`src/rtl/usb_uart_line_buffer.sv`:
```
// rtl/usb_uart_line_buffer.sv - byte FIFO between usb_uart receive and transmit ports with optional line release
module usb_uart_line_buffer #(
    parameter int DEPTH         = 64,
    parameter bit LINE_MODE     = 1'b1,
    parameter int FLUSH_TIMEOUT = 48000
) (
    input  logic                     clk_48mhz,
    input  logic                     reset,
    input  logic [7:0]               in_data,
    input  logic                     in_valid,
    output logic                     in_ready,
    output logic [7:0]               out_data,
    output logic                     out_valid,
    input  logic                     out_ready,
    output logic [$clog2(DEPTH):0]   level
);

    localparam int AW = $clog2(DEPTH);
    localparam int TW = $clog2(FLUSH_TIMEOUT + 1);
    localparam logic [AW:0]   FULL_COUNT = (AW + 1)'(DEPTH);
    localparam logic [TW-1:0] IDLE_LIMIT = TW'(FLUSH_TIMEOUT);

    logic [7:0]    mem [DEPTH];
    logic [AW:0]   wr_ptr;
    logic [AW:0]   rd_ptr;
    logic [AW:0]   rel_ptr;
    logic [AW:0]   mem_count;
    logic [TW-1:0] idle_cnt;
    logic          full;
    logic          wr_en;
    logic          rd_en;
    logic          out_xfer;
    logic          is_term;
    logic          timeout;

    assign mem_count = wr_ptr - rd_ptr;
    assign full      = (mem_count == FULL_COUNT);
    assign in_ready  = !full && !reset;
    assign wr_en     = in_valid && in_ready;
    assign out_xfer  = out_valid && out_ready;
    // Only released bytes (rd_ptr .. rel_ptr) may move into the output register.
    assign rd_en     = (!out_valid || out_ready) && (rd_ptr != rel_ptr);
    assign is_term   = (in_data == 8'h0D) || (in_data == 8'h0A);
    assign timeout   = (idle_cnt == IDLE_LIMIT) && (rel_ptr != wr_ptr);

    always_ff @(posedge clk_48mhz) begin
        if (wr_en) begin
            mem[wr_ptr[AW-1:0]] <= in_data;
        end
    end

    always_ff @(posedge clk_48mhz) begin
        if (reset) begin
            wr_ptr    <= '0;
            rd_ptr    <= '0;
            rel_ptr   <= '0;
            idle_cnt  <= '0;
            level     <= '0;
            out_valid <= 1'b0;
            out_data  <= 8'h00;
        end else begin
            if (wr_en) begin
                wr_ptr <= wr_ptr + 1'b1;
            end

            if (rd_en) begin
                rd_ptr    <= rd_ptr + 1'b1;
                out_data  <= mem[rd_ptr[AW-1:0]];
                out_valid <= 1'b1;
            end else if (out_xfer) begin
                out_valid <= 1'b0;
            end

            case ({wr_en, out_xfer})
                2'b10:   level <= level + 1'b1;
                2'b01:   level <= level - 1'b1;
                default: level <= level;
            endcase

            // Terminator wins over full/timeout; it releases the terminator byte itself.
            if (LINE_MODE == 1'b0) begin
                rel_ptr <= wr_ptr;
            end else if (wr_en && is_term) begin
                rel_ptr <= wr_ptr + 1'b1;
            end else if (full || timeout) begin
                rel_ptr <= wr_ptr;
            end

            if (wr_en || (rel_ptr == wr_ptr)) begin
                idle_cnt <= '0;
            end else if (idle_cnt != IDLE_LIMIT) begin
                idle_cnt <= idle_cnt + 1'b1;
            end
        end
    end

endmodule

```
`config.mk`:
```
export PLATFORM = sky130hd
export DESIGN_NAME = usb_uart_line_buffer
export DESIGN_NICKNAME = d
export VERILOG_FILES = /design/src/rtl/usb_uart_line_buffer.sv
export SDC_FILE = /design/constraint.sdc
export NUM_CORES = 1
export LEC_CHECK = 0
export CAP_MARGIN = 20
export CORE_AREA = 2 2 219 221
export DETAILED_ROUTE_END_ITERATION = 16
export DIE_AREA = 0 0 221 223
export DONT_BUFFER_PORTS = 1
export GPL_ROUTABILITY_DRIVEN = 0
export PLACE_DENSITY = 0.7
export SYNTH_ARGS = -nofsm -noshare
export SYNTH_HDL_FRONTEND = slang
export SYNTH_SLANG_ARGS = --single-unit
```
`constraint.sdc`:
```
create_clock -name clk_48mhz -period 5.5 [get_ports clk_48mhz]
set_clock_uncertainty 0.05 [all_clocks]
set_input_delay 1.375 -clock clk_48mhz [delete_from_list [all_inputs] [get_ports clk_48mhz]]
set_output_delay 1.375 -clock clk_48mhz [all_outputs]
set_load 0.01 [all_outputs]
```
# --- Word-level counts from Yosys, hierarchy flattened ---
# Memory sizes are Yosys's and may differ from the RTL's. A register that Yosys moved wholly into a read port is not among the register bits.
# Index checks and enable logic that the tools add are counted.
# W data, S select, Z words.
word_totals:
  reg_bits: 45
  in_bits: 12
  mem_count: 1
  latchBits: 0
  romBits: 0
  mem_bits_rw: 512
classes:
  reduce_logical: 17
  mul: 0
  mux: 7
  addsub: 6
  div_mod_pow: 0
  eq_ne: 10
  magnitude_cmp: 0
  shift: 0
  bitwise: 0
memory_table:
  columns: ["memory", "depth", "width", "read_ports", "rd_clocked_by_memory_dff", "wr", "line", "text"]
  rows:
  - ["mem", 64, 8, 1, 1, 1, "23", "logic [7:0] mem [DEPTH];"]
ops:
  columns: ["operator", "count"]
  rows:
  - ["$add A7 B1 Y7 const B", 3]
  - ["$add A16 B1 Y16 const B", 1]
  - ["$eq A16 B16 Y1 const B", 1]
  - ["$eq A8 B4 Y1 const B", 2]
  - ["$ne A16 B16 Y1 const B", 1]
  - ["$mux W7", 2]
  - ["$ne A7 B7 Y1", 2]
  - ["$pmux W7 S2", 1]
  - ["$eq A7 B7 Y1", 1]
  - ["$eq A7 B7 Y1 const B", 1]
  - ["$sub A7 B1 Y7 const B", 1]
  - ["$sub A7 B7 Y7", 1]
  - ["$logic_and A1 B1 Y1", 6]
  - ["$reduce_bool A2 Y1", 3]
  - ["$logic_or A1 B1 Y1", 4]
  - ["$mux W1", 4]
  - ["$logic_not A1 Y1", 3]
  - ["$eq A2 B1 Y1 const B", 1]
  - ["$eq A2 B2 Y1 const B", 1]
  - ["$reduce_or A2 Y1", 1]

# --- Depth between registers and ports, before layout ---
logic_depth:
  depth_word: 7
  mapped_depth: 22
  depth_no_buf: 16

# --- Least setup slack after synthesis ---
# No wires, ideal clock.
synth_timing:
  path_kind: "reg-to-reg"
  start: "reg rd_ptr[4]"
  end: "reg level[4]"
  required_ns: 5.318
  arrival_time_ns: 3.878
  setup_time_ns: 0.132
  n_path_buf: 4
  setup_slack_ns: 1.440
  stages_incl_launch_ff: 20
  cell_sequence: "dfxtp_1 buf_2 inv_1 clkbuf_1 ha_1 nor3b_1 o32a_1 a2111oi_2 o21ai_1 clkbuf_1 nand3_1 ha_1 buf_2 xor2_1 ha_1 a21oi_1 o21ai_0 a222oi_1 or3_1 a21oi_1"
synth_between:
  elab_chain_len: 7
  elab_cells_between_ends: 9
  cone_classes: "add/sub: 1; eq/ne: 3; mux: 1; reduce/logical: 4"
synth_rtl:
  columns: ["element", "line", "text"]
  rows:
  - ["from (decl)", "25", "logic [AW:0] rd_ptr;"]
  - ["from (signal assigned)", "67", "rd_ptr <= rd_ptr + 1'b1;"]
  - ["$sub A7 B7 Y7 *", "36", "assign mem_count = wr_ptr - rd_ptr;"]
  - ["$eq A7 B7 Y1 *", "37", "assign full = (mem_count == FULL_COUNT);"]
  - ["$logic_not A1 Y1 *", "38", "assign in_ready = !full && !reset;"]
  - ["$logic_and A1 B1 Y1 *", "38", null]
  - ["$logic_and A1 B1 Y1 *", "39", "assign wr_en = in_valid && in_ready;"]
  - ["$eq A2 B1 Y1 / $eq A2 B2 Y1 (equally long branches)", "74", "case ({wr_en, out_xfer})"]
  - ["$pmux W7 S2 / $reduce_bool A2 Y1 (equally long branches)", null, null]
  - ["to (signal assigned)", "75", "2'b10: level <= level + 1'b1;"]
  - ["to (signal assigned)", "76", "2'b01: level <= level - 1'b1;"]
  - ["to (signal assigned)", "77", "default: level <= level;"]
  - ["to (decl)", "15", "output logic [$clog2(DEPTH):0] level"]
# Mark *: on every way between the ends. The rest lies on a longest branch, timed or not.
# A chain may end at the register's enable or synchronous reset.

# --- Worst setup path in the final report ---
layout_timing:
  start: "reg wr_ptr[4]"
  end: "out in_ready"
layout_between:
  elab_chain_len: 4
layout_rtl:
  columns: ["element", "line", "text"]
  rows:
  - ["from (decl)", "24", "logic [AW:0] wr_ptr;"]
  - ["from (signal assigned)", "63", "wr_ptr <= wr_ptr + 1'b1;"]
  - ["$sub A7 B7 Y7", "36", null]
  - ["$eq A7 B7 Y1", "37", null]
  - ["$logic_not A1 Y1", "38", null]
  - ["$logic_and A1 B1 Y1", "38", null]
  - ["to (decl)", "11", "output logic in_ready,"]
# No other way between the ends.

==> summary.md <==
| Metric | Value |
|---|---|
| Cts bufs inserted | 56 |
| MaxCap Viol Count | 0 |
| Sequential area share after synthesis | between 70 and 80% |
| DR vias | between 10,000 and 15,000 |
| Antenna violations before repair | 0 |
| Synth Area per Inst | about 17 µm² |
| Yosys cell types | between 70 and 80 |
| Final Setup Violations | 0 |
| Final hold vios | 0 |
| Max Freq | about 210 MHz |
| DP Wirelength | just over 30 mm |
| CP Class | reg2out |
| Startpoint class of the critical path | flop |
| Main synth FF type | edfxtp_1 |
| Die width | 221 µm |
| Peak VDD IR | 239 µV |
| I/O pins | 29 |
| Largest net degree at the start of global routing | roughly 140 |
| Total Wirelength | 51.6 mm |
| Sum of negative setup slack | 0 ps |
| # resized after CTS | 0 |
| Worst Hold Slack | between 400 and 500 ps |
| Leak pwr | approximately 8 nW |
| Initial drt markers | 1,326 |
| Fraction of synthesized cell area in xor and xnor cells | around 1.6% |
| Post-synthesis mux area share | a little over an eighth |
| HP Class | reg2reg |
| Placed Cells | approximately 1,900 |
| Row cnt | 80 |
| CP Capture Type | output port |
| Post-route cell area | roughly 25,000 µm² |
| Yosys warns | 0 |
| Grt ovf | 0 |
| Worst slew pin tran | roughly 1000 ps |
| Worst reg-to-reg path cell count | 14 |
| Top sig layer | met4 |
| HP Start | idle_cnt[13] |
| Post-synthesis adder-cell area fraction | less than 1% |
| Hold EP | idle_cnt[13] |
| R2r setup slk | ~1300 ps |
| Yosys reg bits | around 570 |
| First-pass GRT wire length | between 70 and 80 mm |
| Reg2reg start | wr_ptr[4] |
| Vias in the first global route | 12,242 |
| WHS Path Cells | 2 |
| Die area | ~49,000 µm² |
| Setup bufs post-CTS | 0 |
| Post-layout util | 54.0% |
| CTS Sinks | 565 |
| Period minus WS final | 4660 ps |
| Chip height | about 220 µm |
| Average wire per cell in the routed design | 25.6 µm |
| Met2 wire len | 24.5 mm |
| Total GRT Usage | between 20% and 30% |
| Core area | between 40,000 and 50,000 µm² |
| Synth async-reset ratio | 0% |
| PortBufs | 0 |
| # diodes | 0 |
| Relative slew margins | approximately a third |
| Finished Layout Cells | ~2,000 |
| Clock transition at path regs | around 60 ps |
| Largest family of logic cells by synthesized area | multiplexers |
| Syn Inst Count | about 1,400 |
| Area grow syn2layout | 9.90% |
| Layout Nets | 1,380 |
| Share of cells above drive strength 1 | 16.3% |
| CTS tree | yes |
| Max clock buf depth | 3 |
| Initial Util | between 40 and 50% |
| CP max FO | 20 |
| RSZ-0062 raised after global routing | no |
| Final worst-path cycle share | 84.8% |
| DRC errors left | 0 |
| Pwr Density | 414 nW/µm² |
| DR pass1 iterations | 5 |
| EDFF count, synth | around 510 |
| Critical path required time | just over 4000 ps |
| Latest clock arrival within the worst-skew pair | 620 ps |
| Clk root buf | clkbuf_16 |
| DRT antenna net count | 0 |
| DP Area | approximately 24,000 µm² |
| Slew Limit Fails | 0 |
| Via density | roughly 6.1 |
| Post-synthesis compound-gate area fraction | roughly 5% |
| Met3 wire len | 4.50 mm |
| Hold-fix buffer count after cts | 0 |
| Status | complete, no violations |
| Met1 wire length | 20.7 mm |
| Mapped cell area | ~23,000 µm² |
| Simple-gate portion of the synthesized area | under 10% |
| Syn Nets | 1,386 |
| H-tree depth | 2 |
| WP data arrival | 3240 ps |
| R2r endpoint | level[4] |
-- how the worst max path moves through the flow --
stage / start / end / slack (ps) / cells after the start
2_1_floorplan: rd_ptr[4] / level[4] / 1440 / 19
3_3_place_gp: wr_ptr[4] / level[4] / 1590 / 14
3_5_place_dp: wr_ptr[4] / level[4] / 1410 / 14
4_1_cts: wr_ptr[4] / in_ready / 850 / 8
5_1_grt: wr_ptr[4] / in_ready / 640 / 8
6_report: wr_ptr[4] / in_ready / 840 / 8
-- cells by family (layout without fill, tap and decap cells) --
kind of cell,count (synthesis),in the layout
AOI/OAI and AO/OA,166,166
xor gates and xnor gates,41,41
adders and majority gates,13,13
buffers and inverters,90,132
DFF,565,565
muxes,183,183
and+or+nand+nor,303,303
-- power by group --
| group | internal, mW | switching [mW] |
|---|---|---|
| registers | 4.75 | 0.156 |
| logic | 0.805 | 1.04 |
| clock network | 2.17 | 1.61 |
| total | 7.73 | 2.81 |
-- sequential cells by signal, summed over array words and instances (netlist names) --
signal / flops
level: 7
idle_cnt: 16
rd_ptr: 7
mem: 512
out_valid: 1
rel_ptr: 7
wr_ptr: 7
out_data: 8
-- metrics by stage --
step / setup WS (ps) / power [mW]
after floorplan: 1440 / 6.39
after CTS: 849 / 10.6
after detailed placement: 1410 / 6.83
after global placement: 1590 / 6.80
after global routing: 644 / 10.9
final: 837 / 10.5
-- cell usage in the layout, fill, tap and decap left out, drive strengths merged, types with 22 or more instances in the layout --
cell / Yosys / routed
a22oi: 32 / 32
clkbuf: 26 / 68
clkinv: 1 / 26
dfxtp: 53 / 53
edfxtp: 512 / 512
mux2i: 68 / 68
mux4: 98 / 98
nand2: 39 / 39
nand3: 32 / 32
nor2: 129 / 129
o21ai: 32 / 32
o22ai: 31 / 31
xor2: 22 / 22
-- critical path, stage by stage (launching register included) --
cell and delay [ps]:
dfxtp_1 620, ha_1 370, nor3b_1 190, o32a_1 380, a2111oi_2 350, o21ai_1 180
buf_4 250, nand2_1 170, inv_1 110
-- layer usage --
layer / GRT usage, % / up-vias
met5: 0 / -
met3: 4.78 / 119
li1: - / 5405
met1: 28.5 / 6273
met2: 33.2 / 530
met4: 7.60 / 0
-- cell usage after synthesis, types with 19 or more instances --
library cell    n  area share [%]
nor2_1        128             2.1
o21ai_0        21            0.45
mux2i_1        68             2.9
mux4_2         98             9.5
a22oi_1        32             1.0
xnor2_1        19            0.72
buf_2          24            0.52
dfxtp_1        53             4.6
nand2_1        39            0.63
clkbuf_1       25            0.41
xor2_1         22            0.83
nand3_1        31            0.67
edfxtp_1      512              66
o22ai_1        31            0.84
-- layout make-up --
type,count,area (µm²)
multi-input combinational,706,6260
sequential,565,16400
clock buffer,68,1450
timing repair buffer,11,95.1
inverter,15,56.3
fill,3590,21700
tap,615,769
clock inverter,38,378
Note: power is estimated with default switching activity, not from simulation.
